File: src/rtl/ram_run_controller_pkg.sv
// Shared definitions for the RAM run controller: run-state encoding,
// fb_cpu opcode values (used by the external halt decoder) and default widths.
package ram_run_controller_pkg;

  localparam int unsigned DEF_ADDRESS_WIDTH = 6;
  localparam int unsigned DEF_DATA_WIDTH    = 10;
  localparam int unsigned OPCODE_WIDTH      = 4;

  // Two-bit run state; the fourth code is unused and recovers to ST_LOAD.
  typedef enum logic [1:0] {
    ST_LOAD = 2'b00,
    ST_RUN  = 2'b01,
    ST_DONE = 2'b10
  } run_state_t;

  // fb_cpu instruction opcodes (upper OPCODE_WIDTH bits of a RAM word).
  typedef enum logic [OPCODE_WIDTH-1:0] {
    OP_LOD = 4'd0,
    OP_STO = 4'd1,
    OP_ADD = 4'd2,
    OP_SUB = 4'd3,
    OP_MUL = 4'd4,
    OP_DIV = 4'd5,
    OP_JMP = 4'd6,
    OP_JMZ = 4'd7,
    OP_NOP = 4'd8,
    OP_HLT = 4'd9
  } opcode_t;

  // The host may touch the RAM whenever the CPU is not running.
  function automatic logic host_owns_ram(run_state_t s);
    return (s == ST_LOAD) || (s == ST_DONE);
  endfunction

endpackage

File: src/rtl/ram_run_controller_if.sv
// Host (loader/debug) access port of the RAM run controller.
// The host holds req/we/addr/wdata stable until gnt; read data returns
// one cycle after a granted read, qualified by rvalid.
interface ram_run_controller_if
  import ram_run_controller_pkg::*;
#(
  parameter int unsigned ADDRESS_WIDTH = DEF_ADDRESS_WIDTH,
  parameter int unsigned DATA_WIDTH    = DEF_DATA_WIDTH
) ();

  logic                     host_req;
  logic                     host_we;
  logic [ADDRESS_WIDTH-1:0] host_addr;
  logic [DATA_WIDTH-1:0]    host_wdata;
  logic                     host_gnt;
  logic                     host_rvalid;
  logic [DATA_WIDTH-1:0]    host_rdata;

  modport master (
    output host_req, host_we, host_addr, host_wdata,
    input  host_gnt, host_rvalid, host_rdata
  );

  modport slave (
    input  host_req, host_we, host_addr, host_wdata,
    output host_gnt, host_rvalid, host_rdata
  );

endinterface

File: src/rtl/ram_run_controller_run_watchdog.sv
// Run-cycle watchdog: saturating cycle counter, expiry compare and the
// sticky timeout flag describing how the last run ended.
module run_watchdog
  import ram_run_controller_pkg::*;
#(
  parameter int unsigned CYC_W      = 16,
  parameter int unsigned MAX_CYCLES = 1024
) (
  input  logic             clk,
  input  logic             rst,
  input  logic             restart,
  input  logic             running,
  input  logic             halt,
  output logic             expire,
  output logic             timeout,
  output logic [CYC_W-1:0] cycles
);

  localparam logic [CYC_W-1:0] CYC_LIMIT = CYC_W'(MAX_CYCLES);
  localparam logic [CYC_W-1:0] CYC_LAST  = CYC_W'(MAX_CYCLES - 1);

  // Watchdog hit: the current run clock is the last one allowed.
  assign expire = running && (cycles == CYC_LAST);

  // The edge that ends a run does not count, so a watchdog-terminated run
  // leaves cycles at MAX_CYCLES-1; halt takes priority over the watchdog.
  always_ff @(posedge clk or negedge rst) begin
    if (!rst) begin
      cycles  <= '0;
      timeout <= 1'b0;
    end else if (restart) begin
      cycles  <= '0;
      timeout <= 1'b0;
    end else if (running) begin
      if (halt) begin
        timeout <= 1'b0;
      end else if (expire) begin
        timeout <= 1'b1;
      end else if (cycles != CYC_LIMIT) begin
        cycles <= cycles + CYC_W'(1);
      end
    end
  end

endmodule

File: src/rtl/ram_run_controller.sv
// RAM run controller: owns the single-port program/data RAM, lets the host
// load and inspect it while fb_cpu is held in reset, and hands it to the CPU
// for one run that ends on halt or on the cycle watchdog.
module ram_run_controller
  import ram_run_controller_pkg::*;
#(
  parameter int unsigned ADDRESS_WIDTH = DEF_ADDRESS_WIDTH,
  parameter int unsigned DATA_WIDTH    = DEF_DATA_WIDTH,
  parameter int unsigned CYC_W         = 16,
  parameter int unsigned MAX_CYCLES    = 1024
) (
  input  logic                     clk,
  input  logic                     rst,
  input  logic                     start,
  input  logic                     clear,
  ram_run_controller_if.slave      host,
  output logic                     cpu_rst,
  input  logic                     cpu_halt,
  input  logic [ADDRESS_WIDTH-1:0] cpu_mar,
  input  logic                     cpu_wr,
  input  logic [DATA_WIDTH-1:0]    cpu_wdata,
  output logic [DATA_WIDTH-1:0]    cpu_rdata,
  output logic                     ram_we,
  output logic [ADDRESS_WIDTH-1:0] ram_addr,
  output logic [DATA_WIDTH-1:0]    ram_wdata,
  input  logic [DATA_WIDTH-1:0]    ram_rdata,
  output logic                     busy,
  output logic                     done,
  output logic                     timeout,
  output logic [CYC_W-1:0]         cycles
);

  run_state_t state;
  logic       host_ok;
  logic       host_gnt;
  logic       start_accept;
  logic       running;
  logic       expire;
  logic       rvalid_q;

  assign host_ok      = host_owns_ram(state);
  assign running      = (state == ST_RUN);
  assign start_accept = start && host_ok;

  // Grant is suppressed while reset is asserted even though state reads LOAD.
  assign host_gnt      = rst && host.host_req && host_ok;
  assign host.host_gnt = host_gnt;

  run_watchdog #(
    .CYC_W      (CYC_W),
    .MAX_CYCLES (MAX_CYCLES)
  ) u_watchdog (
    .clk     (clk),
    .rst     (rst),
    .restart (start_accept),
    .running (running),
    .halt    (cpu_halt),
    .expire  (expire),
    .timeout (timeout),
    .cycles  (cycles)
  );

  // Run sequencer; cpu_rst/busy/done are registered alongside the state.
  always_ff @(posedge clk or negedge rst) begin
    if (!rst) begin
      state   <= ST_LOAD;
      cpu_rst <= 1'b1;
      busy    <= 1'b0;
      done    <= 1'b0;
    end else begin
      case (state)
        ST_LOAD: begin
          if (start) begin
            state   <= ST_RUN;
            cpu_rst <= 1'b0;
            busy    <= 1'b1;
            done    <= 1'b0;
          end
        end
        ST_RUN: begin
          if (cpu_halt || expire) begin
            state   <= ST_DONE;
            cpu_rst <= 1'b1;
            busy    <= 1'b0;
            done    <= 1'b1;
          end
        end
        ST_DONE: begin
          if (start) begin
            state   <= ST_RUN;
            cpu_rst <= 1'b0;
            busy    <= 1'b1;
            done    <= 1'b0;
          end else if (clear) begin
            state   <= ST_LOAD;
            cpu_rst <= 1'b1;
            busy    <= 1'b0;
            done    <= 1'b0;
          end
        end
        default: begin
          state   <= ST_LOAD;
          cpu_rst <= 1'b1;
          busy    <= 1'b0;
          done    <= 1'b0;
        end
      endcase
    end
  end

  // RAM port mux: granted host first, then the running CPU, else idle.
  always_comb begin
    ram_we    = 1'b0;
    ram_addr  = '0;
    ram_wdata = '0;
    if (host_gnt) begin
      ram_we    = host.host_we;
      ram_addr  = host.host_addr;
      ram_wdata = host.host_wdata;
    end else if (running) begin
      ram_we    = cpu_wr;
      ram_addr  = cpu_mar;
      ram_wdata = cpu_wdata;
    end
  end

  // Read-valid tracks the one-cycle RAM read latency of a granted host read.
  always_ff @(posedge clk or negedge rst) begin
    if (!rst) begin
      rvalid_q <= 1'b0;
    end else begin
      rvalid_q <= host_gnt && !host.host_we;
    end
  end

  assign host.host_rvalid = rvalid_q;
  assign host.host_rdata  = rvalid_q ? ram_rdata : '0;
  assign cpu_rdata        = ram_rdata;

endmodule

File: src/flat_wrapper.sv
// flat-port wrapper written by rule: the top's interface ports become plain ports
module ram_run_controller_flat import ram_run_controller_pkg::*;
#(
  parameter int unsigned ADDRESS_WIDTH = DEF_ADDRESS_WIDTH,
  parameter int unsigned DATA_WIDTH    = DEF_DATA_WIDTH,
  parameter int unsigned CYC_W         = 16,
  parameter int unsigned MAX_CYCLES    = 1024
)
  (clk, rst, start, clear, cpu_rst, cpu_halt, cpu_mar, cpu_wr, cpu_wdata, cpu_rdata, ram_we, ram_addr, ram_wdata, ram_rdata, busy, done, timeout, cycles, host_host_req, host_host_we, host_host_addr, host_host_wdata, host_host_gnt, host_host_rvalid, host_host_rdata);
  ram_run_controller_if #(.ADDRESS_WIDTH(ADDRESS_WIDTH), .DATA_WIDTH(DATA_WIDTH)) host_i ();
  input  logic clk;
  input  logic rst;
  input  logic start;
  input  logic clear;
  output logic cpu_rst;
  input  logic cpu_halt;
  input  logic [ADDRESS_WIDTH-1:0] cpu_mar;
  input  logic cpu_wr;
  input  logic [DATA_WIDTH-1:0] cpu_wdata;
  output logic [DATA_WIDTH-1:0] cpu_rdata;
  output logic ram_we;
  output logic [ADDRESS_WIDTH-1:0] ram_addr;
  output logic [DATA_WIDTH-1:0] ram_wdata;
  input  logic [DATA_WIDTH-1:0] ram_rdata;
  output logic busy;
  output logic done;
  output logic timeout;
  output logic [CYC_W-1:0] cycles;
  input wire logic [$bits(host_i.host_req)-1:0] host_host_req;
  input wire logic [$bits(host_i.host_we)-1:0] host_host_we;
  input wire logic [$bits(host_i.host_addr)-1:0] host_host_addr;
  input wire logic [$bits(host_i.host_wdata)-1:0] host_host_wdata;
  output wire logic [$bits(host_i.host_gnt)-1:0] host_host_gnt;
  output wire logic [$bits(host_i.host_rvalid)-1:0] host_host_rvalid;
  output wire logic [$bits(host_i.host_rdata)-1:0] host_host_rdata;
  assign host_i.host_req = host_host_req;
  assign host_i.host_we = host_host_we;
  assign host_i.host_addr = host_host_addr;
  assign host_i.host_wdata = host_host_wdata;
  assign host_host_gnt = host_i.host_gnt;
  assign host_host_rvalid = host_i.host_rvalid;
  assign host_host_rdata = host_i.host_rdata;
  ram_run_controller #(.ADDRESS_WIDTH(ADDRESS_WIDTH), .DATA_WIDTH(DATA_WIDTH), .CYC_W(CYC_W), .MAX_CYCLES(MAX_CYCLES)) u_core (.clk(clk), .rst(rst), .start(start), .clear(clear), .host(host_i), .cpu_rst(cpu_rst), .cpu_halt(cpu_halt), .cpu_mar(cpu_mar), .cpu_wr(cpu_wr), .cpu_wdata(cpu_wdata), .cpu_rdata(cpu_rdata), .ram_we(ram_we), .ram_addr(ram_addr), .ram_wdata(ram_wdata), .ram_rdata(ram_rdata), .busy(busy), .done(done), .timeout(timeout), .cycles(cycles));
endmodule
File: config.mk
export PLATFORM = sky130hd
export DESIGN_NAME = ram_run_controller_flat
export DESIGN_NICKNAME = d
export VERILOG_FILES = /design/src/rtl/ram_run_controller_pkg.sv /design/src/rtl/ram_run_controller_if.sv /design/src/rtl/ram_run_controller_run_watchdog.sv /design/src/rtl/ram_run_controller.sv /design/src/flat_wrapper.sv
export SDC_FILE = /design/constraint.sdc
export NUM_CORES = 1
export LEC_CHECK = 0
export BUFFER_PORTS_ARGS = -buffer_cell sky130_fd_sc_hd__buf_2
export CORE_ASPECT_RATIO = 1.1
export CORE_UTILIZATION = 45
export DETAILED_ROUTE_END_ITERATION = 7
export PLACE_DENSITY = 0.95
export SYNTH_ARGS = -nofsm -noshare
export SYNTH_HDL_FRONTEND = slang
export SYNTH_SLANG_ARGS = --single-unit
File: constraint.sdc
create_clock -name clk -period 3.6 [get_ports clk]
set_input_delay 0 -clock clk [delete_from_list [all_inputs] [get_ports clk]]
set_output_delay 0 -clock clk [all_outputs]
set_load 0.02 [all_outputs]
* Word-level counts from Yosys, hierarchy flattened
Cells that the tools add are included.
** Word-level totals
- Register bits :: 23
** Cells by class
- Add/sub/neg operators :: 1
- Eq/ne operators :: 9
- Muxes and demuxes :: 33
- Reductions and logical operators :: 15
** Operators by type and width (count)
- $mux W16 :: 5
- $mux W10 :: 3
- $add A16 B1 Y16 const B :: 1
- $eq A16 B10 Y1 const B :: 1
- $ne A16 B11 Y1 const B :: 1
- $mux W1 :: 15
- $mux W6 :: 2
- $pmux W1 S3 :: 3
- $mux W2 :: 4
- $ne A2 B1 Y1 const B :: 3
- $pmux W2 S3 :: 1
- $logic_and A1 B1 Y1 :: 5
- $reduce_and A4 Y1 :: 1
- $reduce_bool A2 Y1 :: 2
- $ne A3 B3 Y1 const B :: 1
- $reduce_and A3 Y1 :: 1
- $reduce_bool A3 Y1 :: 1
- $eq A2 B1 Y1 const B :: 1
- $eq A2 B2 Y1 const B :: 1
- $logic_not A2 Y1 :: 1
- $logic_or A1 B1 Y1 :: 2
- $ne A2 B2 Y1 const B :: 1
- $reduce_and A2 Y1 :: 1
- $logic_not A1 Y1 :: 1

* Longest topological paths before layout
Gate-level depths: netlist of the first run.
- Depth in word-level cells :: 6
- Mapped depth :: 9

* By module
Synthesis of the first run repeated with hierarchy kept, for this count alone.
** Unflattened totals
- Cell total of the unflattened synthesis :: 180
- Area total of the unflattened synthesis :: 1656.6 µm²
** By module, submodules not included
- run_watchdog :: instances 1, cells each 110, area each 1032.2 µm², seq. area each 425.4 µm²
- ram_run_controller :: instances 1, cells each 70, area each 624.3 µm², seq. area each 151.4 µm²

* Least setup slack after synthesis of the first run
No wires, ideal clock.
- Path type :: flip-flop to flip-flop
- Start point :: register u_core.u_watchdog.cycles[0]
- End point :: register u_core.u_watchdog.cycles[2]
- Data arrival time :: 2.180 ns
- Setup slack :: 1.342 ns
- Cell stages (with the launch flop) :: 10
- Buffers on the path :: 3
- Path through :: dfrtp_1 ha_1 and2_1 buf_6 and3_4 buf_6 a21o_1 buf_6 or4_1 a21oi_1
** On the way
- Word-level cells in the longest chain between the ends :: 6
- Elaborated cells on any way between the ends :: 12
- Classes of those cells :: add/sub (1); eq/ne (3); mux (5); reduce/logical (3)
** RTL lines
- start: declaration :: RTL line ram_run_controller_run_watchdog.sv:16 : output logic [CYC_W-1:0] cycles
- start signal: assignment :: RTL line ram_run_controller_run_watchdog.sv:40 : cycles <= cycles + CYC_W'(1);
- $add A16 B1 Y16 :: RTL line ram_run_controller_run_watchdog.sv:40
- $mux W16 :: RTL line ram_run_controller_run_watchdog.sv:39 : end else if (cycles != CYC_LIMIT) begin
- $mux W16 :: RTL line ram_run_controller_run_watchdog.sv:37 : end else if (expire) begin
- $mux W16 :: RTL line ram_run_controller_run_watchdog.sv:35 : if (halt) begin
- $mux W16 :: RTL line ram_run_controller_run_watchdog.sv:34 : end else if (running) begin
- $mux W16 :: RTL line ram_run_controller_run_watchdog.sv:31 : end else if (restart) begin
Parallel ways exist; a longest one is shown, timed or not. The select of a mux whose other input is x is not followed.
A chain may end at the register's enable or synchronous reset.

* Worst setup path in the final report of the first run
- Start point :: input rst
- End point :: output ram_wdata[3]
** On the way
- Word-level cells in the longest chain between the ends :: 3
** RTL lines
- start: declaration :: RTL line flat_wrapper.sv:12 : input logic rst;
- $logic_and A1 B1 Y1 (2 in a row) :: RTL line ram_run_controller.sv:46 : assign host_gnt = rst && host.host_req && host_ok;
- $mux W10 :: RTL line ram_run_controller.sv:116 : if (host_gnt) begin
- end: declaration :: RTL line flat_wrapper.sv:23 : output logic [DATA_WIDTH-1:0] ram_wdata;
Every way passes these cells.

==> impl.org, run 1 <==
** Status
- Outcome :: complete, no violations

** STA
- On the final layout, the worst hold slack is 9.29 ps.
- Relative slew margins :: 28.5%
- Total negative slack :: 0 ps
- Setup repair after global routing missed its margin :: no
- The number of pins with negative max-slew slack in the final report was 0.
- Dividing the final minimum period by the clock period gives 66.9%.
- The final-report hold violation count came to 0.
- Worst slew pin tran :: around 1100 ps
- Setup violations remaining at the end of the flow were counted as 0.
- In the post-route analysis, the smallest setup slack over all paths is 1190 ps.
- Upper clock frequency limit :: 415 MHz
- Subtracting the final worst setup slack from the clock period gives ~2400 ps.
- Final worst clock skew :: approximately 3.7 ps

** Place
- Placement-stage worst setup slack :: 1440 ps
- Port Buffer Count :: 108
- The congestion estimate from routability-driven global placement came to 0.896.
- After legalization and detailed placement, the total HPWL measured 3260 um.

** Floorplan
- Floorplan core area :: 0.00336 sq mm
- Once the floorplan was initialized, standard cells occupied 47.1% of the core.
- During I/O placement, the number of pins put on the boundary was roughly 110.
- Row count :: 22
- The die is ~64 um tall.
- Full die area :: 0.00375 sq mm
- The die is 58.5 um wide.

** Worst setup path
- Element type at the critical path end :: output pin
- The critical path starts at rst.
- Crit path max-delay cell type :: nor2_1
- In this run the worst path has a maximum fanout of 24.
- Worst Reg-to-Reg Cells :: 5
- The cell family contributing the most delay on the critical path is buffers and inverters.
- STA classifies the critical path startpoint as an input pin.
- Worst R2R End :: u_core.u_watchdog.cycles[8]$_DFFE_PN0P_
- Required time at the endpoint of the critical path :: roughly 3600 ps
- Crit-path max cell delay :: 830 ps
- Worst R2R Setup Slack :: 1410 ps
- The critical path in this run is classified as in2out.
- Crit path DAT :: between 2000 and 2500 ps
- CP Buf/Inv Count :: 3
- Most numerous cell on the critical path :: buf_2
- In this run the critical register-to-register path is launched from u_core.u_watchdog.cycles[12]$_DFFE_PN0P_.
- Cell chain of the critical path :: dlygate4sd3_1 -> buf_2 -> nand2_1 -> nor2_1 -> a22o_1 -> buf_2

** CTS
- Clock Path Buffers :: 2
- TritonCTS clock tree :: done
- Post-CTS Setup Inserts :: 0
- For the worst-skew pair, the clock arrives at the later sink with an insertion delay of approximately 300 ps.
- Resized Gates After CTS :: 0
- Maximum level of the CTS H-tree :: 1
- Clock tree synthesis selected as its root buffer the cell clkbuf_4.
- Clk sink count :: 23
- Post-CTS clock slew at the launch and capture registers of the worst setup and hold paths :: around 130 ps
- The number of clock buffers added by TritonCTS is 3.

** Hold path
- The startpoint identified for the worst hold timing path is start.
- Hold Crit Depth :: 4
- For hold timing, the worst endpoint is u_core.state[1]$_DFFE_PN0P_.
- The path class of the tightest hold or removal check is in2reg.

** Synthesis
- In this run, distinct cell masters in the synthesized netlist total 41.
- In this run the mean area of a mapped cell was 9.13 sq um.
- In this run the cell area of the synthesized design comes to 0.00158 sq mm.
- Most frequently used flop master after synthesis :: dfrtp_1
- Count of flip-flops with a built-in enable after synthesis :: 0
- The Yosys step of the flow raised 0 warnings.
- Proportion of register bits with asynchronous set or reset after synthesis :: 100%
- Number of nets in the synthesized netlist :: approximately 230
- Synth Register Bits :: 23
- Synthesis produced ~170 cells.
- Sequential share of the synthesized area :: 36.5%

** Power
- Internal power comes to 0.000467 W.
- The share of total power dissipated in the clock network is 14.8%.
- For this design the ratio of total power to cell area is about 370 mW/mm^2.
- Reported net switching power :: 0.000325 W
- Summing internal, switching and leakage power gives 0.000793 W.
- In this run switching power makes up 41.0% of total power.
- Leakage power :: 1.16 nW
- Comb power frac :: 44.4%
- Part of the total power dissipated in sequential elements :: just over 40%
- Maximum VDD drop :: 0.000171 V

** GRT
- Aggregate global routing overflow :: 0
- Antenna violations before repair :: 0
- The first global-routing pass estimated 6380 um of wire.
- Entering global routing, the biggest net connects 25 pins.
- Across every metal layer, demand over resource in global routing totals between 20 and 25%.
- The number of global-route vias before repair is 1,422.

** Routing
- Count of antenna-violating nets left after detailed routing :: 0
- Final wirelength :: 4210 um
- Routed wire per std cell :: 13.1 um
- Dividing the detail-routed via count by the number of cells gives around 5.3.
- For this run, design rule violations remaining after detail routing come to 0.
- Detailed routing placed a total of 236 um of wire on met3.
- First-iteration detailed-routing DRC count :: between 100 and 150
- Number of detailed-routing iterations run before antenna repair :: 4
- The detailed router put a total of 1830 um of wire on met1.
- Routed signal wires occupy layers up through met4.
- Met2 WL post-DR :: around 2100 um
- Routed via count :: 1,689

** Final layout
- Area added between synthesis and finish :: 35.5%
- Across the whole layout, storage elements account for 577 sq um.
- The library cell used most frequently in the layout, excluding fill and tap cells, is buf_2.
- Fraction of the core area covered by cells at the end of the flow :: 63.7%
- Share of cells above drive strength 1 :: 44.3%
- The repair_antennas step left the layout with diodes totalling 0.
- Most used cells in the layout excluding fill and tap cells :: buf_2, dfrtp_1, a22o_1
- Fill cells in the final layout number 297.
- The final layout contains 326 nets.
- Area of the multi-input gates :: roughly 850 sq um

** Run
- Max Cap Viol :: 0
registers in the layout (all words and copies together), names as in the netlist:
register / flops
u_core.u_watchdog.cycles: 16
u_core.cpu_rst: 1
u_core.host.host_rvalid: 1
u_core.u_watchdog.timeout: 1
u_core.busy: 1
u_core.done: 1
u_core.state: 2
logic make-up (layout without fill, tap and decap cells):
kind of cell | count (synthesis) | after routing | share of synthesized area [%]
flops | 23 | 23 | 36.5
compound gates | 48 | 48 | 21.9
fa+ha+maj | 2 | 2 | 1.58
buf+inv | 24 | 124 | 9.58
xor+xnor | 8 | 8 | 4.43
mux | 2 | 2 | 1.27
simple gates | 66 | 66 | 24.7
worst max path at each step:
stage,cells past startpoint,endpoint
after global routing,6,ram_wdata[3]
final,6,ram_wdata[3]
after global placement,6,u_core.u_watchdog.cycles[8]$_DFFE_PN0P_
after detailed placement,5,u_core.u_watchdog.cycles[1]$_DFFE_PN0P_
after floorplan,9,u_core.u_watchdog.cycles[2]$_DFFE_PN0P_
after CTS,6,ram_wdata[9]
area by class of cell:
class                      instances  share of cell area (%)
multi-input combinational        126                    39.8
timing repair buffer             115                    28.3
sequential                        23                    26.9
tap                               48                    2.81
clock buffer                       3                    1.05
inverter                           5                   0.877
clock inverter                     1                   0.234
power groups by stage:
stage | Sequential [W] | Clock [W] | Combinational (W)
after floorplan | 0.000351 | 0 | 0.000213
after global placement | 0.000326 | 0 | 0.000341
after detailed placement | 0.000327 | 0 | 0.000349
after CTS | 0.000323 | 0.000120 | 0.000355
after global routing | 0.000329 | 0.000133 | 0.000383
final | 0.000323 | 0.000118 | 0.000352
routing by layer:
layer,track usage (%),vias to the layer above
met5,0,-
met4,6.55,0
met3,3.04,6
met2,34.3,65
met1,29.7,794
li1,-,824
tightest hold or removal path, stage by stage:
cell     delay (ps)
buf_2           110
nor3_1           50
nand2_1          50
o21ai_0          70
repair_timing:
item / in CTS / in global routing
hold buffers: 5 / 0
hold endpoints to repair: 25 / 0
endpoints found under the setup margin: 0 / 0
through the flow:
stage / area (sq um) / instances
after floorplan: 1580 / 173
after global placement: 2060 / 312
after detailed placement: 2060 / 312
after CTS: 2140 / 321
after global routing: 2140 / 321
final: 2140 / 321
synthesized netlist by cell type (2+ instances only):
cell type	number	share of area [%]
a211oi_1	5	2.4
a21oi_1	10	3.2
a22o_1	17	9.4
and2_1	11	4.4
and3_1	4	1.6
buf_4	10	4.8
buf_6	3	2.1
clkbuf_1	5	1.2
dfrtp_1	22	35
ha_1	2	1.6
inv_1	5	1.2
mux2i_1	2	1.3
nand2_1	11	2.6
nand2b_1	3	1.2
nand3_1	3	0.95
nand4_1	3	1.2
nor2_1	12	2.9
nor2b_1	2	0.79
nor3_1	2	0.63
o21ai_0	5	1.6
o31ai_1	5	2.4
or4_1	6	2.9
xnor2_1	5	2.8
xor2_1	3	1.7
No activity file was read; power rests on OpenSTA's default activity.
==> inputs of run 2 (changes only) <==
ABC_AREA = 1   (was not set)
CORE_UTILIZATION = 40   (was 45)
PLACE_DENSITY = 0.87   (was 0.95)
clock period = 2 ns   (was 3.6 ns; I/O delays follow)
==> run 2 against run 1 <==
Net effect:
- sequential share of layout area down 3.0 points
- global-route usage down 2.9 points
- synthesized cell count up 51%
- sequential power up 87%
- clock power up 150%
- critical path depth up 3
- largest power group unchanged
- total power up 110%
- count of clock-buffer cells in the layout up 1
- via count up 19%
- register-to-register slack worse by 1200 ps
- setup slack worse by 950 ps
- non-clock buffer count down 2
==> impl.org, run 2 <==
** Status
- Outcome :: complete, no violations

** Final layout
- Most used cells in the layout excluding fill and tap cells :: buf_2, nand2_1, inv_1
- The finished cells cover 0.00240 sq mm.
- Number of filler instances in the final layout :: 427
- Summing all multi-input logic gate instances after layout gives slightly above 0.001 sq mm.
- Relative to the synthesized area, the layout overhead comes to 30.0%.
- Largest register by flop count :: u_core.u_watchdog.cycles
- Leaving out fill and tap cells, the most frequent cell in the layout is buf_2.
- Number of flip-flops in the largest register :: 16
- Share of cells above drive strength 1 :: between 30% and 40%
- In the final layout, flip-flops and latches occupy between 500 and 600 sq um.
- The final layout contains 412 nets.
- Antenna diodes :: 0
- Largest registers :: u_core.u_watchdog.cycles (16), u_core.state (2)

** Routing
- Met2 WL post-DR :: 2400 um
- Metal3 WL :: 171 um
- Met1 wire length :: 2180 um
- Final wirelength :: 4800 um
- In the routed design, unresolved DRC markers number 0.
- Uppermost metal layer occupied by signal nets :: met4
- In this run the remaining antenna-violating nets after routing total 0.
- Routed via count :: 2,009
- After detailed routing, the number of vias per cell comes to 4.86.
- First-iteration detailed-routing DRC count :: 84
- Routed wire per std cell :: 11.6 um
- For this run, the detailed router's first-pass iteration total came to 4.

** Worst setup path
- Together, buffers and inverters on the worst path number 2.
- The critical path crosses 9 cells after its start point.
- The largest single stage delay on the critical path is 440 ps.
- STA classifies the critical path endpoint as a flip-flop.
- For the worst setup path, the data required time is 2160 ps.
- Launching instance or port of the critical path :: u_core.u_watchdog.cycles[0]$_DFFE_PN0P_
- Crit path DAT :: 1920 ps
- The worst register-to-register path has a depth of 9.
- Walking the worst path, the cells encountered are ha_1 -> inv_1 -> nor2_4 -> nand2_4 -> clkinv_4 -> nand2_4 -> nand3_4 -> nand2_1 -> o21ai_2.
- The startpoint identified for the worst register-to-register timing path is u_core.u_watchdog.cycles[0]$_DFFE_PN0P_.
- Max Fanout on Critical Path :: 30
- Most numerous cell on the critical path :: nand2_4
- The cell family contributing the most delay on the critical path is simple AND/OR/NAND/NOR gates.
- Element type at the critical path start :: flip-flop
- Worst R2R End :: u_core.u_watchdog.cycles[0]$_DFFE_PN0P_
- The critical path is of the reg2reg type.
- Termination of the worst setup path :: u_core.u_watchdog.cycles[0]$_DFFE_PN0P_
- Setup slack on the worst reg-to-reg path comes out at 240 ps.
- The slowest stage of the critical path is the dfrtp_1 cell.

** STA
- Setup violations remaining at the end of the flow were counted as 0.
- Worst slew pin tran :: 483 ps
- Period minus WS final :: 1760 ps
- Setup slack closes at 238 ps.
- Setup repair after global routing missed its margin :: no
- Setup total negative slack on the finished layout was measured at 0 ps.
- The number of pins with negative max-slew slack in the final report is 0.
- For this run, the top clock speed supported by timing is roughly 570 MHz.
- Final worst clock skew :: slightly above 8 ps
- Measured against its own limit, the worst slew margin works out to 67.6%.
- Hold Vio Cnt, Final :: 0
- The final critical path takes up 88.1% of the cycle.

** Synthesis
- Yosys printed 0 warnings.
- Cell accounting for the most synthesized area :: dfrtp_1
- Summed over its instances, the top area cell type makes up around 30% of the synthesized netlist area.
- In the synthesized netlist, the cells that appear most often are nand2_1, inv_1, nor2_1.
- In this run, distinct cell masters in the synthesized netlist total 31.
- Average instance area after synthesis :: between 7 and 8 sq um
- By area the synthesized netlist is led by dfrtp_1, nand2_1, a22o_1.
- Proportion of register bits with asynchronous set or reset after synthesis :: between 90% and 100%
- Most frequently used flop master after synthesis :: dfrtp_1
- Sequential share of the synthesized area :: 31.2%
- Number of cells produced by synthesis :: 261
- Synth Register Bits :: 23
- Summed instance area of the synthesized netlist :: 0.00185 sq mm
- Yosys mapped a number of flops with a built-in enable equal to 0.
- The number of nets in the synthesized netlist is approximately 310.
- Among all cell types in the netlist, the one instantiated most often is nand2_1.

** CTS
- Clock Path Buffers :: 2
- In this run, post-CTS repair resized a total of 0 instances.
- Number of clock buffers inserted by TritonCTS :: 3
- Root Buffer Master :: clkbuf_8
- Clk sink count :: 23
- Hold Buf Count CTS :: 2
- In this run the post-CTS setup repair buffer count came out at 0.
- TritonCTS built the clock tree.
- In this run the number of H-tree levels came out at 1.
- The later pin in the worst-skew pair is clocked with a latency of 270 ps.
- After clock tree synthesis, the clock-pin slew on the worst setup and hold paths is 80 ps.

** Hold path
- Class of the tightest hold or removal check :: in2reg

** Power
- Summing internal, switching and leakage power gives 0.00169 W.
- Maximum VDD drop :: around 0.00032 V
- Leakage power :: 1.39 nW
- PD cells :: 702 mW/mm^2

** Floorplan
- After floorplanning, the core was divided into 25 placement rows.
- The die covers a little under 0.005 sq mm.
- In this run the vertical extent of the chip is 73.3 um.
- The core region is 0.00438 sq mm.
- Initial core utilization :: about 42%
- From left edge to right edge, the die measures 66.8 um.
- I/O Pins :: 109

** GRT
- The initial antenna violation count came to 0.
- Pin count of the biggest net entering global routing :: 31
- After global routing the overflow that remains totals 0.
- Overall routing resource usage :: roughly 19%
- Vias in the first global route :: 1,550
- First-pass GRT wire length :: between 6000 and 7000 um

** Place
- Port Buffer Count :: between 100 and 150
- At the placement stage, the worst setup path has a slack of approximately 250 ps.
- Placed cell area :: 0.00234 sq mm
- Once detailed placement completed, the half-perimeter wirelength came to between 3000 and 4000 um.
- The congestion estimate from routability-driven global placement came to 0.903.

** Run
- Max Cap Viol :: 0
run 2: cell count changes in the layout (fill, tap and decap cells not counted), sizes merged, moves of 5 or more:
| cell | before | now |
|---|---|---|
| or4 | 7 | 0 |
| a211oi | 5 | 0 |
| a21oi | 10 | 1 |
| and2 | 11 | 0 |
| nand2 | 11 | 86 |
| and3 | 6 | 0 |
| nand3 | 3 | 22 |
| nor2 | 13 | 29 |
| inv | 5 | 29 |
| o31ai | 5 | 0 |
| o21ai | 5 | 17 |
run 2: tightest hold or removal path, delay by kind of cell:
family / cells / cell delay (ps)
buf+inv: 1 / 100
simple gates: 2 / 140
run 2: cells by family after synthesis:
logic type                 after synthesis  share of synthesized area, %
AOI/OAI and AO/OA                       40                          17.6
xor gates and xnor gates                 3                          1.42
adders and majority gates                2                          1.35
buffers and inverters                   50                          14.1
DFF                                     23                          31.2
and+or+nand+nor                        143                          34.3
run 2: cell type report:
cell class              instances  share of cell area (%)
inverters                      31                    5.05
multi-input cells             188                    42.0
repair buffers                113                    24.2
clock buffers                   4                    1.87
flip-flops and latches         23                    24.0
well taps                      54                    2.81
run 2: worst min path at each step:
stage	start	end	slack [ps]	cells after the start
detailed placement	rst	u_core.u_watchdog.timeout$_DFFE_PN0P_	-180	1
global placement	rst	u_core.u_watchdog.timeout$_DFFE_PN0P_	-180	1
floorplan	rst	u_core.busy$_DFFE_PN0P_	-300	0
global route	host_host_req	u_core.host.host_rvalid$_DFF_PN0_	40	3
CTS	host_host_req	u_core.host.host_rvalid$_DFF_PN0_	20	3
finish	host_host_req	u_core.host.host_rvalid$_DFF_PN0_	20	3
run 2: power breakdown:
part           internal (W)  switching [W]
Combinational      0.000286       0.000505
Clock              0.000142       0.000151
Sequential         0.000533      0.0000698
Total              0.000962       0.000726
run 2: metrics by stage:
| stage | hold WS, ps | cells | utilization [%] |
|---|---|---|---|
| after detailed placement | -179 | 407 | 53.4 |
| final | 15.6 | 413 | 54.9 |
| after global placement | -180 | 407 | 53.4 |
| after floorplan | -296 | 261 | - |
| after global routing | 40.3 | 413 | 54.9 |
| after CTS | 18.6 | 413 | 54.9 |
run 2: per-layer routing:
layer | global-route usage (%) | vias up
met4 | 5.67 | 0
li1 | - | 1032
met3 | 2.02 | 5
met2 | 29.1 | 55
met1 | 26.6 | 917
met5 | 0 | -
==> inputs of run 3 (changes only) <==
BUFFER_PORTS_ARGS = not set   (was -buffer_cell sky130_fd_sc_hd__buf_2)
CORE_UTILIZATION = 57   (was 40)
DONT_BUFFER_PORTS = 1   (was not set)
PLACE_DENSITY = 0.85   (was 0.87)
==> run 3 against run 2 <==
Net effect:
- via count shrank 14%
- register-to-register slack got worse by 30 ps
- sequential cell count unchanged
- critical path depth decreased by 4
- fmax is 2.1% lower
- clock power decreased by 24%
- combinational power decreased by 29%
- clock skew barely moved
- routed wire length is 11% lower
==> impl.org, run 3 (synthesis results as in run 2) <==
** Status
- The run finished with clean final reports.

** Place
- The placed instances occupy a cell area of approximately 0.0018 sq mm.
- Routability-driven placement congestion ratio :: 0.849
- Detailed placement finished with a half-perimeter wire length of 3120 um.
- In this run, placement finished with an instance count of 284.
- Port Buffer Count :: 0

** Routing
- The routed layout has 1,737 vias.
- After detailed routing, the average wire length per cell comes to 14.5 um.
- The first routing iteration left 45 violations.
- Number of detailed-routing iterations run before antenna repair :: 4
- After detailed routing, the number of remaining DRC violations is 0.
- Dividing the detail-routed via count by the number of cells gives 5.87.
- Count of antenna-violating nets left after detailed routing :: 0
- The routed design has roughly 4300 um of wire.

** STA
- After routing, the total negative slack on setup checks comes to 0 ps.
- Max-slew violation total from the final report :: 0
- Upper clock frequency limit :: 555 MHz
- The final critical path takes up 90.1% of the cycle.
- Setup violations, final :: 0
- Final worst clock skew :: 8.68 ps
- Relative slew margins :: between 60 and 70%
- For the pin with the worst max-slew slack, the measured transition is 544 ps.
- Setup repair after global routing left no endpoint under its margin.
- On the final layout, the worst hold slack is 0.00918 ps.
- Hold Vio Cnt, Final :: 0
- The smallest clock period supported by the final layout is computed as 1800 ps.

** Final layout
- Most frequent standard cell in the layout excluding fill and tap cells :: nand2_1
- 0 antenna diodes ended up in the layout.
- The area growth from synthesis to layout is 4.67%.
- Nets :: 315
- Share of cells above drive strength 1 :: 16.0%
- Post-Layout Cell Count :: 296
- Number of flip-flops in the largest register :: 16
- In the layout the commonest cells are nand2_1, inv_1, nor2_1.
- u_core.u_watchdog.cycles holds more flip-flops than any other register.
- Once layout is done, the placed cells without fillers occupy just under 0.002 sq mm.
- Largest registers :: u_core.u_watchdog.cycles (16), u_core.state (2)

** Hold path
- Hold Crit Depth :: 0
- Endpoint, Worst Hold :: cpu_rdata[6]
- The worst hold path begins at ram_rdata[6].
- Class of the tightest hold or removal check :: in2out

** CTS
- The root buffer cell chosen for the clock tree is clkbuf_4.
- Maximum level of the CTS H-tree :: 1
- Clock Latency Late Sink :: between 300 and 400 ps
- Clock Path Buffers :: 2
- TritonCTS clock tree :: done
- Buffers added to address setup during post-CTS repair amount to 0.
- Counting every sink on the clock net gives 23.
- Number of clock buffers inserted by TritonCTS :: 3

** Floorplan
- Once the floorplan was initialized, standard cells occupied 60.2% of the core.
- The floorplan has 21 rows.
- Die width :: 56.3 um
- Floorplan core area :: 0.00307 sq mm
- Full die area :: 0.00348 sq mm
- 109 I/O pins were placed.
- Die Y :: 61.7 um

** Worst setup path
- Critical path class :: in2out
- Element type at the critical path start :: input pin
- Data arrives at the worst endpoint at 1800 ps.
- Data on the critical path is required at its endpoint by approximately 2000 ps.
- Launch instance of the worst register-to-register path :: u_core.u_watchdog.cycles[0]$_DFFE_PN0P_
- Counting cells, the worst reg-to-reg path comes to 8.
- In this run the worst path has a maximum fanout of 24.
- Element type at the critical path end :: output pin
- Worst R2R End :: u_core.u_watchdog.cycles[15]$_DFFE_PN0P_
- The worst register-to-register path has a setup slack of between 200 and 250 ps.

** Power
- In this run the power density over the cells is between 700 and 800 mW/mm^2.
- VDD sags by at most 0.000604 V.
- For this design the static power due to leakage is a little under 1 nW.
- Total power for the finished layout comes to between 0.001 and 0.0015 W.

** Run
- Across the run, the number of max-cap violations was 0.

** GRT
- Pin count of the biggest net entering global routing :: 31
- Overall routing resource usage :: 24.5%
- Antenna violations before repair :: 0
- The number of global-route vias before repair was 1,537.
- First-pass GRT wire length :: roughly 6600 um
- Summed over all layers, the global routing overflow is 0.
==> run 3: metal layers <==
layer / GRT usage (%) / vias to the layer above / wire length (um)
met5: 0 / - / 0
met4: 12.9 / 0 / 78
met3: 3.93 / 13 / 328
met2: 43.2 / 105 / 2110
met1: 29.8 / 783 / 1770
li1: - / 836 / -
==> run 3: per-stage QoR <==
stage	util [%]	worst slack (ps)
floorplan	-	418
global placement	58.9	188
detailed placement	58.9	114
CTS	62.4	88.6
global route	63.0	97.4
finish	63.0	199
==> run 3: area by class of cell <==
type,instances,area [sq um]
clock buffer,4,26.3
fill,273,1140
inverter,31,121
multi-input combinational,189,1030
sequential,23,577
tap,34,42.5
timing repair buffer,15,140
==> run 3: worst max-delay path by stage <==
stage | cells past startpoint | end | start
after global placement | 9 | u_core.u_watchdog.cycles[14]$_DFFE_PN0P_ | u_core.u_watchdog.cycles[0]$_DFFE_PN0P_
final | 5 | ram_wdata[0] | rst
after floorplan | 11 | u_core.u_watchdog.cycles[3]$_DFFE_PN0P_ | u_core.u_watchdog.cycles[0]$_DFFE_PN0P_
after global routing | 5 | ram_addr[5] | rst
after CTS | 9 | u_core.u_watchdog.cycles[8]$_DFFE_PN0P_ | u_core.u_watchdog.cycles[0]$_DFFE_PN0P_
after detailed placement | 9 | u_core.u_watchdog.cycles[13]$_DFFE_PN0P_ | u_core.u_watchdog.cycles[0]$_DFFE_PN0P_
==> run 3: report_power, final <==
part           internal [W]  leakage (nW)  switching (W)
registers          0.000533         0.308       0.000148
logic              0.000183         0.637       0.000376
clock network     0.0000782        0.0150       0.000145
==> run 3: repair_timing <==
action                                 CTS  global route
setup endpoints to repair                0            12
gates resized for setup                  0             1
hold buffers                             7             0
endpoints found under the hold margin   30             0
==> run 3: worst max-delay path, cell delays in order <==
cell and delay, ps:
dlygate4sd3_1 590, buf_12 180, nand3_1 110, clkinv_1 450, a22o_1 440
